===== config.mk =====
export PLATFORM = sky130hd
export DESIGN_NAME = add_err_irq_ctrl
export DESIGN_NICKNAME = d
export VERILOG_FILES = /design/src/rtl/add_err_pkg.sv /design/src/rtl/add_err_sat_cnt.sv /design/src/rtl/add_err_irq_ctrl.sv
export SDC_FILE = /design/constraint.sdc
export NUM_CORES = 1
export LEC_CHECK = 0
export CAP_MARGIN = 20
export CORE_MARGIN = 2
export CORE_UTILIZATION = 40
export DETAILED_ROUTE_END_ITERATION = 8
export PLACE_DENSITY_LB_ADDON = 0.08
export SLEW_MARGIN = 40
export SYNTH_ARGS = -nofsm -noshare
export SYNTH_HDL_FRONTEND = slang
export SYNTH_SLANG_ARGS = --single-unit

===== constraint.sdc =====
create_clock -name clk_i -period 1.9 [get_ports clk_i]
set_clock_uncertainty 0.1 [all_clocks]
set_input_delay 0.475 -clock clk_i [delete_from_list [all_inputs] [get_ports clk_i]]
set_output_delay 0.475 -clock clk_i [all_outputs]
set_load 0.05 [all_outputs]

===== src/rtl/add_err_pkg.sv =====
// Shared types and helpers for the ADD-path error accounting / interrupt block.
package add_err_pkg;

    typedef enum logic [1:0] {
        OP_NOP = 2'b00,
        OP_ADD = 2'b01,
        OP_SUB = 2'b10,
        OP_MUL = 2'b11
    } op_e;

    typedef enum logic [1:0] {
        IDLE   = 2'b00,
        ARM    = 2'b01,
        ASSERT = 2'b10
    } irq_state_e;

    // All-ones value for a counter of width w (w <= 32).
    function automatic logic [31:0] cnt_max(input int unsigned w);
        return (32'(1) << w) - 32'(1);
    endfunction

endpackage


===== src/rtl/add_err_sat_cnt.sv =====
// Saturating up-counter with sticky saturation flag; clear wins over hold,
// and clear together with increment restarts the count at one.
module add_err_sat_cnt
    import add_err_pkg::*;
#(
    parameter int unsigned W = 16
) (
    input  logic         clk_i,
    input  logic         rst_i,
    input  logic         inc_i,
    input  logic         clr_i,
    output logic [W-1:0] cnt_o,
    output logic         sat_o
);

    localparam logic [W-1:0] CntMax = W'(cnt_max(W));

    logic [W-1:0] cnt_q, cnt_d;
    logic         sat_q, sat_d;

    always_comb begin
        cnt_d = cnt_q;
        sat_d = sat_q;
        if (clr_i) begin
            cnt_d = inc_i ? W'(1) : '0;
            sat_d = 1'b0;
        end else if (inc_i) begin
            if (cnt_q == CntMax) begin
                sat_d = 1'b1;
            end else begin
                cnt_d = cnt_q + W'(1);
                if (cnt_q == CntMax - W'(1)) begin
                    sat_d = 1'b1;
                end
            end
        end
    end

    always_ff @(posedge clk_i or posedge rst_i) begin
        if (rst_i) begin
            cnt_q <= '0;
            sat_q <= 1'b0;
        end else begin
            cnt_q <= cnt_d;
            sat_q <= sat_d;
        end
    end

    assign cnt_o = cnt_q;
    assign sat_o = sat_q;

endmodule


===== src/rtl/add_err_irq_ctrl.sv =====
// Counts uncorrectable errors on ADD requests and raises a held level interrupt
// two clocks after the error, capturing the address of the arming request.
module add_err_irq_ctrl
    import add_err_pkg::*;
#(
    parameter int unsigned CNT_W  = 16,
    parameter int unsigned ADDR_W = 32
) (
    input  logic              clk_i,
    input  logic              rst_i,
    input  logic              req_valid_i,
    input  op_e               req_op_i,
    input  logic [ADDR_W-1:0] req_addr_i,
    input  logic              uncorr_err_i,
    input  logic              irq_ack_i,
    input  logic              cnt_clr_i,
    output logic [CNT_W-1:0]  err_cnt_o,
    output logic              cnt_sat_o,
    output logic              interrupt_o,
    output logic              irq_overrun_o,
    output logic [ADDR_W-1:0] err_addr_o
);

    logic              ev;
    irq_state_e        state_q;
    logic              irq_q;
    logic              overrun_q;
    logic [ADDR_W-1:0] err_addr_q;

    assign ev = req_valid_i && (req_op_i == OP_ADD) && uncorr_err_i;

    add_err_sat_cnt #(
        .W (CNT_W)
    ) u_sat_cnt (
        .clk_i (clk_i),
        .rst_i (rst_i),
        .inc_i (ev),
        .clr_i (cnt_clr_i),
        .cnt_o (err_cnt_o),
        .sat_o (cnt_sat_o)
    );

    // irq_q always tracks the next state being ASSERT, so the pin is a clean flop output.
    always_ff @(posedge clk_i or posedge rst_i) begin
        if (rst_i) begin
            state_q    <= IDLE;
            irq_q      <= 1'b0;
            overrun_q  <= 1'b0;
            err_addr_q <= '0;
        end else begin
            case (state_q)
                IDLE: begin
                    if (ev) begin
                        state_q    <= ARM;
                        err_addr_q <= req_addr_i;
                    end
                end
                ARM: begin
                    state_q <= ASSERT;
                    irq_q   <= 1'b1;
                    if (ev) begin
                        overrun_q <= 1'b1;
                    end
                end
                ASSERT: begin
                    if (irq_ack_i) begin
                        irq_q     <= 1'b0;
                        overrun_q <= 1'b0;
                        if (ev) begin
                            state_q    <= ARM;
                            err_addr_q <= req_addr_i;
                        end else begin
                            state_q <= IDLE;
                        end
                    end else if (ev) begin
                        overrun_q <= 1'b1;
                    end
                end
                default: begin
                    state_q <= IDLE;
                    irq_q   <= 1'b0;
                end
            endcase
        end
    end

    assign interrupt_o   = irq_q;
    assign irq_overrun_o = overrun_q;
    assign err_addr_o    = err_addr_q;

endmodule


# ---- Yosys cells after proc, flatten, opt, wreduce, memory -nomap -nowiden
# Cells that the tools add are included.
dict set report classes {
  add_sub_neg 1
  n_eq_ne 8
  muxes 20
  bitwise 1
  n_reduce_logical 12
}
# op n
set ops {}
lappend ops {{32-bit 2-to-1 mux} 2}
lappend ops {{32-bit case mux with 2 select lines} 1}
lappend ops {{16-bit 2-to-1 mux} 3}
lappend ops {{16-bit equality test, second input constant} 2}
lappend ops {{16-bit by 1-bit adder with 16-bit output, second input constant} 1}
lappend ops {{2-bit AND reduction} 5}
lappend ops {{1-bit 2-to-1 mux} 9}
lappend ops {{2-bit case mux with 3 select lines} 1}
lappend ops {{2-bit nonzero test} 3}
lappend ops {{2-bit by 1-bit equality test with 1-bit output, second input constant} 2}
lappend ops {{2-bit 2-to-1 mux} 2}
lappend ops {{2-bit != test, second input constant} 2}
lappend ops {{1-bit case mux with 3 select lines} 1}
lappend ops {{3-bit nonzero test} 1}
lappend ops {{2-bit equality test, second input constant} 1}
lappend ops {{1-bit logical AND} 2}
lappend ops {{2-bit logical NOT} 1}
lappend ops {{2-bit by 1-bit != test with 1-bit output, second input constant} 1}
lappend ops {{1-bit case mux with 2 select lines} 1}
lappend ops {{1-bit NOT} 1}
dict set report totals {
  register_bits 53
  inputBits 40
  word_cells 48
}

# ---- Logic depth before layout (Yosys ltp)
# Gate-level depths: netlist of run 1.
dict set report depth {
  depth_word 6
  ltp_mapped 6
  depth_no_buf 6
}

# ---- Modules after synthesis
# A second synthesis of run 1 with hierarchy kept.
dict set report unflattened {
  cells_unflattened 197
  area_unflattened_um2 2451.1
}
# module instances cells_each area_per_inst_um2
set by_module_without_submodules {}
lappend by_module_without_submodules {add_err_irq_ctrl 1 90 1457.6}
lappend by_module_without_submodules {add_err_sat_cnt 1 107 993.5}

# ---- Least setup slack after synthesis of run 1
# No wires, ideal clock.
dict set report synth_timing {
  path_type {reg-to-reg}
  startpoint {register u_sat_cnt.cnt_q[4] (netlist: u_sat_cnt.cnt_o[4])}
  endpoint {register u_sat_cnt.cnt_q[11] (netlist: u_sat_cnt.cnt_o[11])}
  setup_time_ns 0.128
  t_arrival_ns 2.150
  required_ns 1.672
  path_slack_ns -0.478
  path_stages_with_launch 6
  path_buffers 1
  synth_period_minus_slack_ns 2.378
  cell_sequence {dfrtp_1 > nand4_4 > or4b_1 > buf_2 > nor4_1 > mux2_1}
}
dict set report synth_via {
  elab_chain_cells 4
  elab_cells_between_ends 7
  cone_classes {1 x add/sub; 2 x eq/ne; 3 x mux; 1 x reduce/logical}
}
# item line_no
set synth_lines {}
lappend synth_lines {{from (decl)} add_err_sat_cnt.sv:18} ;# logic [W-1:0] cnt_q, cnt_d;
lappend synth_lines {{from (signal assigned)} add_err_sat_cnt.sv:44} ;# cnt_q <= cnt_d;
lappend synth_lines {{16-bit by 1-bit adder with 16-bit output} add_err_sat_cnt.sv:31} ;# cnt_d = cnt_q + W'(1);
lappend synth_lines {{16-bit 2-to-1 mux} add_err_sat_cnt.sv:28} ;# if (cnt_q == CntMax) begin
lappend synth_lines {{16-bit 2-to-1 mux} add_err_sat_cnt.sv:27} ;# end else if (inc_i) begin
lappend synth_lines {{16-bit 2-to-1 mux} add_err_sat_cnt.sv:24} ;# if (clr_i) begin
# Parallel ways exist; a longest one is shown, timed or not. The select of a mux whose other input is x is not followed.
# A chain may end at the register's enable or synchronous reset.

# ---- Worst setup path after layout of run 1
dict set report layout_timing {
  startpoint {register state_q[1]}
  endpoint {register err_addr_q[24] (netlist: err_addr_o[24])}
}
dict set report layout_via {
  elab_chain_cells 3
  elab_cells_between_ends 6
  cone_classes {2 x eq/ne; 1 x mux; 3 x reduce/logical}
}
# item line_no
set layout_lines {}
lappend layout_lines {{from (decl)} add_err_irq_ctrl.sv:25} ;# irq_state_e state_q;
lappend layout_lines {{from (signal assigned)} add_err_irq_ctrl.sv:46} ;# state_q <= IDLE;
lappend layout_lines {{from (signal assigned)} add_err_irq_ctrl.sv:54} ;# state_q <= ARM;
lappend layout_lines {{from (signal assigned)} add_err_irq_ctrl.sv:59} ;# state_q <= ASSERT;
lappend layout_lines {{2-bit equality test / 2-bit logical NOT (equally long branches)} add_err_irq_ctrl.sv:51} ;# case (state_q)
lappend layout_lines {{2-bit != test (no source line) / 2-bit nonzero test (equally long branches)} -}
lappend layout_lines {{2-bit AND reduction (no source line)} -}
lappend layout_lines {{to (signal assigned)} add_err_irq_ctrl.sv:55} ;# err_addr_q <= req_addr_i;
lappend layout_lines {{to (signal assigned)} add_err_irq_ctrl.sv:71} ;# err_addr_q <= req_addr_i;
lappend layout_lines {{to (decl)} add_err_irq_ctrl.sv:28} ;# logic [ADDR_W-1:0] err_addr_q;
# Parallel ways exist; a longest one is shown, timed or not.

==> impl_metrics.csv, run 1 <==
group,metric,value,unit
synthesis,synth_top_area_share,0.551,
route,post-route-drc-count,0,
synthesis,synth_enable_flop_cells,0,
die,start_util,0.411,
global_route,use_met2,0.311,
route,drt_wl_total,5890,µm
global_route,met1_usage,0.212,
critical_path,r2r_slack,40,ps
sta,worstMarginPinSlew,433,ps
final_layout,drive_gt1_frac,0.476,
final_layout,antenna_cells,0,
sta,finalCritPeriodShare,0.979,
route,ant_nets,0,
synthesis,syn-cell-area,0.00241,mm²
final_layout,final_common_cell,"buf_4",
pwr,ir_drop,1.04,mV
global_route,grt_antenna_before_repair,0,
die,chipHeight,81.6,µm
route,firstDrtPassIters,4,
final_layout,fill_cells,470,
place,numPortBuffers,90,
sta,hold_viol,0,
synthesis,async_flop_share,1.00,
run,maxCapViolCount,0,
die,core_area,0.00585,mm²
sta,period_needed,1860,ps
critical_path,startpoint_type,"flop",
synthesis,seq_area_frac_synth,0.551,
die,die_area,0.00665,mm²
sta,max_freq,538,MHz
sta,drv_slew,0,
pwr,pwr_density_cell,1280,mW/mm²
route,avgRoutedWirePerCell,14.6,µm
critical_path,crit_type,"reg -> reg",
global_route,met3_usage,0.0418,
critical_path,cp.arrival,1960,ps
critical_path,end_kind,"flop",
critical_path,r2r-end,"err_addr_o[24]",
route,vias,2041,
critical_path,rr_startpoint,"state_q[1]",
clock_network,insertion_delay,310,ps
global_route,grt_overflow,0,
clock_network,cts-root-buf,"clkbuf_8",
critical_path,required,2000,ps
pwr,power,5020,µW
clock_network,htree_levels,2,
critical_path,rr_worst_depth,5,
place,post-dp-hpwl,4330,µm
sta,rsz0062_at_grt,"true",
synthesis,synthFlopType,"dfrtp_1",
critical_path,cp_max_fo,8,
place,placed_area,0.00368,mm²
global_route,grt_usage,0.177,
global_route,grt_max_degree,40,
final_layout,syn_to_final_growth,62.5,%
global_route,first_global_vias,1975,
synthesis,syn-num-nets,247,
route,dr.first_iter.drc_count,81,
final_layout,fin_nets,373,
final_layout,layout_common_cells,"70 x buf_4, 41 x dfrtp_1, 35 x clkdlybuf4s50_1, 30 x mux2_2, 15 x a21oi_1",
sta,fin_tns_setup,0,ps
synthesis,synth_area_leaders,"dfrtp_1 55%, mux2_2 16%, a21oi_1 3.1%",
clock_network,path_clk_slew,100,ps
die,rows,28,
pwr,p_leak,0.00169,µW
sta,setup_viol,0,
outcome,status,"finished, final reports clean",
synthesis,yosys_register_bits,53,
synthesis,ys_warn_count,0,
place,place_congestion,0.780,
final_layout,multi_input_area,0.00110,mm²
synthesis,syn_inst,201,
clock_network,clock_path_buffers,2,
synthesis,synth_area_leader_cell,"dfrtp_1",
clock_network,cts_sinks,53,
synthesis,synth_cell_type_count,35,
synthesis,syn_avg_cell_area,12.0,µm²
final_layout,fin_area,0.00391,mm²
die,die_w,81.6,µm
clock_network,postCtsHoldBufs,0,
final_layout,final_cells,403,
clock_network,cts_tree,"built",
final_layout,layout.area.seq,0.00134,mm²
min_path,min_path_type,"in -> async",
sta,max_slew_margin,0.709,
die,io_pins,91,
route,routed_via_density,5.06,
place,dp_cells,390,
global_route,busiest_layer,"met2",
global_route,grt_pass1_wl,8960,µm
clock_network,cts_buffers,5,
-- metrics by stage --
| step | hold WS [ps] | setup slack, ps | utilization |
|---|---|---|---|
| 3_5_place_dp | 396 | -664 | 0.629 |
| 2_1_floorplan | 453 | -188 | - |
| 5_1_grt | 418 | -22.0 | 0.669 |
| 3_3_place_gp | 391 | -600 | 0.629 |
| 6_report | 398 | 40.5 | 0.669 |
| 4_1_cts | 397 | 4.36 | 0.647 |
-- layout make-up --
| type | instances | share of cell area |
|---|---|---|
| Inverter | 9 | 0.00864 |
| Clock inverter | 2 | 0.00448 |
| Multi-Input combinational cell | 132 | 0.281 |
| Clock buffer | 6 | 0.0211 |
| Timing Repair Buffer | 126 | 0.318 |
| Tap cell | 75 | 0.0240 |
| Sequential cell | 53 | 0.343 |
-- flip-flops by register name, summed over array words and instances (netlist names) --
name	cells
err_addr_o	32
u_sat_cnt.cnt_o	16
state_q	2
interrupt_o	1
irq_overrun_o	1
u_sat_cnt.sat_o	1
-- where the power goes --
part           switching, µW  internal [µW]  total, µW
Sequential               195           1500       1700
Combinational           1700            939       2640
Clock                    381            303        685
Total                   2280           2740       5020
-- Yosys cell counts (3+ instances only) --
library cell	number
nor4_1	3
inv_1	9
nand2_1	6
ha_1	6
nor2_1	8
dfrtp_1	53
o31ai_1	4
nand3_1	6
nand4_1	3
nor2b_1	3
or4_1	6
a31oi_1	3
or3_1	3
o21ai_0	6
nor3_1	8
a21oi_1	15
mux2_2	34
clkbuf_1	5
-- routing by layer --
layer	up-vias	part of all wire
met1	1001	0.42
met2	44	0.53
li1	991	-
met3	5	0.043
met5	-	0
met4	0	0.013
-- worst max-delay path by stage --
stage	slack (ps)	cells after the start	startpoint	endpoint
2_1_floorplan	-190	5	u_sat_cnt.cnt_o[4]	u_sat_cnt.cnt_o[11]
3_3_place_gp	-600	5	req_op_i[1]	u_sat_cnt.cnt_o[11]
3_5_place_dp	-660	5	req_op_i[1]	u_sat_cnt.cnt_o[11]
4_1_cts	4	5	req_op_i[1]	u_sat_cnt.cnt_o[11]
5_1_grt	-20	6	state_q[0]	err_addr_o[24]
6_report	40	5	state_q[1]	err_addr_o[24]
-- cells by family (layout without fill, tap and decap cells) --
| family | after synthesis | count (layout) | share of synthesized area |
|---|---|---|---|
| buf+inv | 16 | 143 | 0.0255 |
| simple gates | 56 | 56 | 0.139 |
| compound gates | 33 | 33 | 0.0816 |
| flops | 53 | 53 | 0.551 |
| mux | 37 | 37 | 0.172 |
| fa+ha+maj | 6 | 6 | 0.0312 |
-- critical path, cell delays in order (launching register included) --
cell,delay [ps]
dfrtp_1,440
ha_4,200
mux2i_4,190
nor2_4,270
clkbuf_16,220
mux2_2,330
-- repair_timing --
action                                  4_1_cts  5_1_grt
pin swaps                                     3        3
endpoints found under the setup margin       39       33
gates resized for setup                      18       13
setup buffers                                 1        1
cloned                                        0        3
(Power assumes the default switching activity.)
==> run 2: changes to the inputs <==
--- a/config.mk
+++ b/config.mk
@@ -8,6 +8,7 @@
 export CAP_MARGIN = 20
 export CORE_MARGIN = 2
 export CORE_UTILIZATION = 40
+export CTS_CLUSTER_SIZE = 8
 export DETAILED_ROUTE_END_ITERATION = 8
 export PLACE_DENSITY_LB_ADDON = 0.08
 export SLEW_MARGIN = 40
==> results of run 2 <==
The final DEF is identical to that of run 1; final timing and power are the same.
==> run 3: changes to the inputs <==
--- a/config.mk
+++ b/config.mk
@@ -10,7 +10,7 @@
 export CORE_UTILIZATION = 40
 export CTS_CLUSTER_SIZE = 8
 export DETAILED_ROUTE_END_ITERATION = 8
-export PLACE_DENSITY_LB_ADDON = 0.08
+export PLACE_DENSITY = 0.77
 export SLEW_MARGIN = 40
 export SYNTH_ARGS = -nofsm -noshare
 export SYNTH_HDL_FRONTEND = slang
==> constraint.sdc (replaced) <==
create_clock -name clk_i -period 1.7 [get_ports clk_i]
set_clock_uncertainty 0.1 [all_clocks]
set_input_delay 0.425 -clock clk_i [delete_from_list [all_inputs] [get_ports clk_i]]
set_output_delay 0.425 -clock clk_i [all_outputs]
set_load 0.05 [all_outputs]
==> impl_metrics.csv, run 3 (same netlist as run 1, synthesis figures left out) <==
group,metric,value,unit
pwr,p_leak,0.00210,µW
global_route,grt_max_degree,50,
critical_path,worstPathCellList,"nand4_4, or4b_4, buf_6, buf_4, nor4_4, a211oi_1",
critical_path,cp_top_family,"simple AND/OR/NAND/NOR gates",
place,dp_slack,-767,ps
critical_path,cp_num_buf_inv,2,
route,routed_via_density,5.44,
clock_network,cts_sinks,53,
global_route,grt_overflow,0,
place,numPortBuffers,90,
final_layout,antenna_cells,0,
sta,holdWs,255,ps
die,start_util,0.411,
die,die_w,81.6,µm
critical_path,cp_max_fo,3,
critical_path,startpoint_type,"flop",
critical_path,required,1790,ps
final_layout,final_common_cell,"buf_12",
clock_network,path_clk_slew,110,ps
route,post-route-drc-count,0,
outcome,status,"complete, but fails checks",
clock_network,cts_tree,"built",
critical_path,crit_type,"reg -> reg",
place,post-dp-hpwl,4740,µm
outcome,violations,"negative setup slack",
final_layout,fin_nets,395,
critical_path,r2r_slack,-250,ps
clock_network,clock_path_buffers,2,
sta,period_needed,1950,ps
route,drt_wl_total,7920,µm
final_layout,syn_to_final_growth,102,%
sta,max_freq,512,MHz
sta,max_slew_margin,0.649,
critical_path,critical-path-slowest-cell,"or4b_4",
place,dp_cells,400,
final_layout,final_cells,425,
global_route,grt_pass1_wl,11400,µm
sta,drv_slew,0,
die,rows,28,
final_layout,largest_reg_flops,32,
sta,fin_ws,-254,ps
global_route,grt_usage,0.224,
sta,hold_viol,0,
route,firstDrtPassIters,4,
critical_path,cp.arrival,2040,ps
route,dr.first_iter.drc_count,184,
clock_network,insertion_delay,310,ps
route,ant_nets,0,
final_layout,layout_common_cells,"53 x buf_12, 47 x buf_4, 38 x dfrtp_1, 35 x clkdlybuf4s50_1, 33 x mux2_4",
die,chipHeight,81.6,µm
sta,rsz0062_at_grt,"true",
min_path,min_path_type,"in -> async",
clock_network,htree_levels,2,
die,io_pins,91,
sta,fin_tns_setup,-3700,ps
pwr,pwr_density_cell,1480,mW/mm²
sta,setup_viol,40,
sta,finalCritPeriodShare,1.15,
clock_network,cts_buffers,5,
die,die_area,0.00665,mm²
critical_path,slowest_delay,550,ps
final_layout,drive_gt1_frac,0.569,
clock_network,cts-root-buf,"clkbuf_8",
pwr,power,7210,µW
place,place_congestion,0.808,
pwr,ir_drop,1.26,mV
critical_path,end_kind,"flop",
sta,worstMarginPinSlew,521,ps
route,avgRoutedWirePerCell,18.6,µm
global_route,first_global_vias,2354,
die,core_area,0.00585,mm²
global_route,grt_antenna_before_repair,0,
final_layout,fill_cells,280,
route,vias,2311,
run,maxCapViolCount,0,
[run 3: cell types whose count changed in the layout (fill, tap and decap cells not counted), sizes merged]
cell	before	now
buf	89	109
clkinvlp	0	3
dlygate4sd2	0	3
clkbuf	8	6
inv	10	8
clkdlybuf4s15	0	1
clkinv	1	0
[run 3: final timing paths]
path	from	end	cells after the start
setup / recovery	u_sat_cnt.cnt_o[5]	u_sat_cnt.cnt_o[15]	6
min in group clk_i	err_addr_o[4]	err_addr_o[4]	1
hold / removal	rst_i	err_addr_o[4]	2
hold reg to reg	err_addr_o[4]	err_addr_o[4]	1
setup reg to reg	u_sat_cnt.cnt_o[5]	u_sat_cnt.cnt_o[15]	6
max in group asynchronous	rst_i	u_sat_cnt.cnt_o[1]	3
[run 3: stage by stage]
step           instance area [µm²]  utilization
6_report                      4860        0.831
5_1_grt                       4860        0.831
4_1_cts                       4660        0.797
3_5_place_dp                  4250        0.727
3_3_place_gp                  4250        0.727
2_1_floorplan                 2460            -
[run 3: per-layer routing]
layer	share of wire	global-route usage
met1	0.37	0.268
met2	0.55	0.402
met3	0.060	0.0527
met4	0.023	0.0650
met5	0	0
[run 3: area by class of cell]
type	instances	area [µm²]	area share
Timing Repair Buffer	148	1950	0.401
Multi-Input combinational cell	132	1350	0.277
Sequential cell	53	1350	0.276
Tap cell	75	93.8	0.0193
Clock buffer	6	72.6	0.0149
Inverter	9	40.0	0.00823
Clock inverter	2	15.0	0.00309
[run 3: worst reg2reg max path, delay by kind of cell (launching register included)]
kind                   cells  cell delay, ps
and+or+nand+nor            3             930
buffers and inverters      2             300
DFF                        1             400
AOI/OAI and AO/OA          1             110
[run 3: what timing repair did]
action | CTS | global route
endpoints found under the setup margin | 46 | 47
cloned | 3 | 0
buffers inserted | 6 | 9
hold buffers | 0 | 0
pin swaps | 5 | 15
gates resized for setup | 58 | 32
[run 3: report_power, final]
group / switching [µW] / internal (µW) / total [µW]
Combinational: 2010 / 2330 / 4330
Sequential: 484 / 1680 / 2160
Clock: 426 / 291 / 717
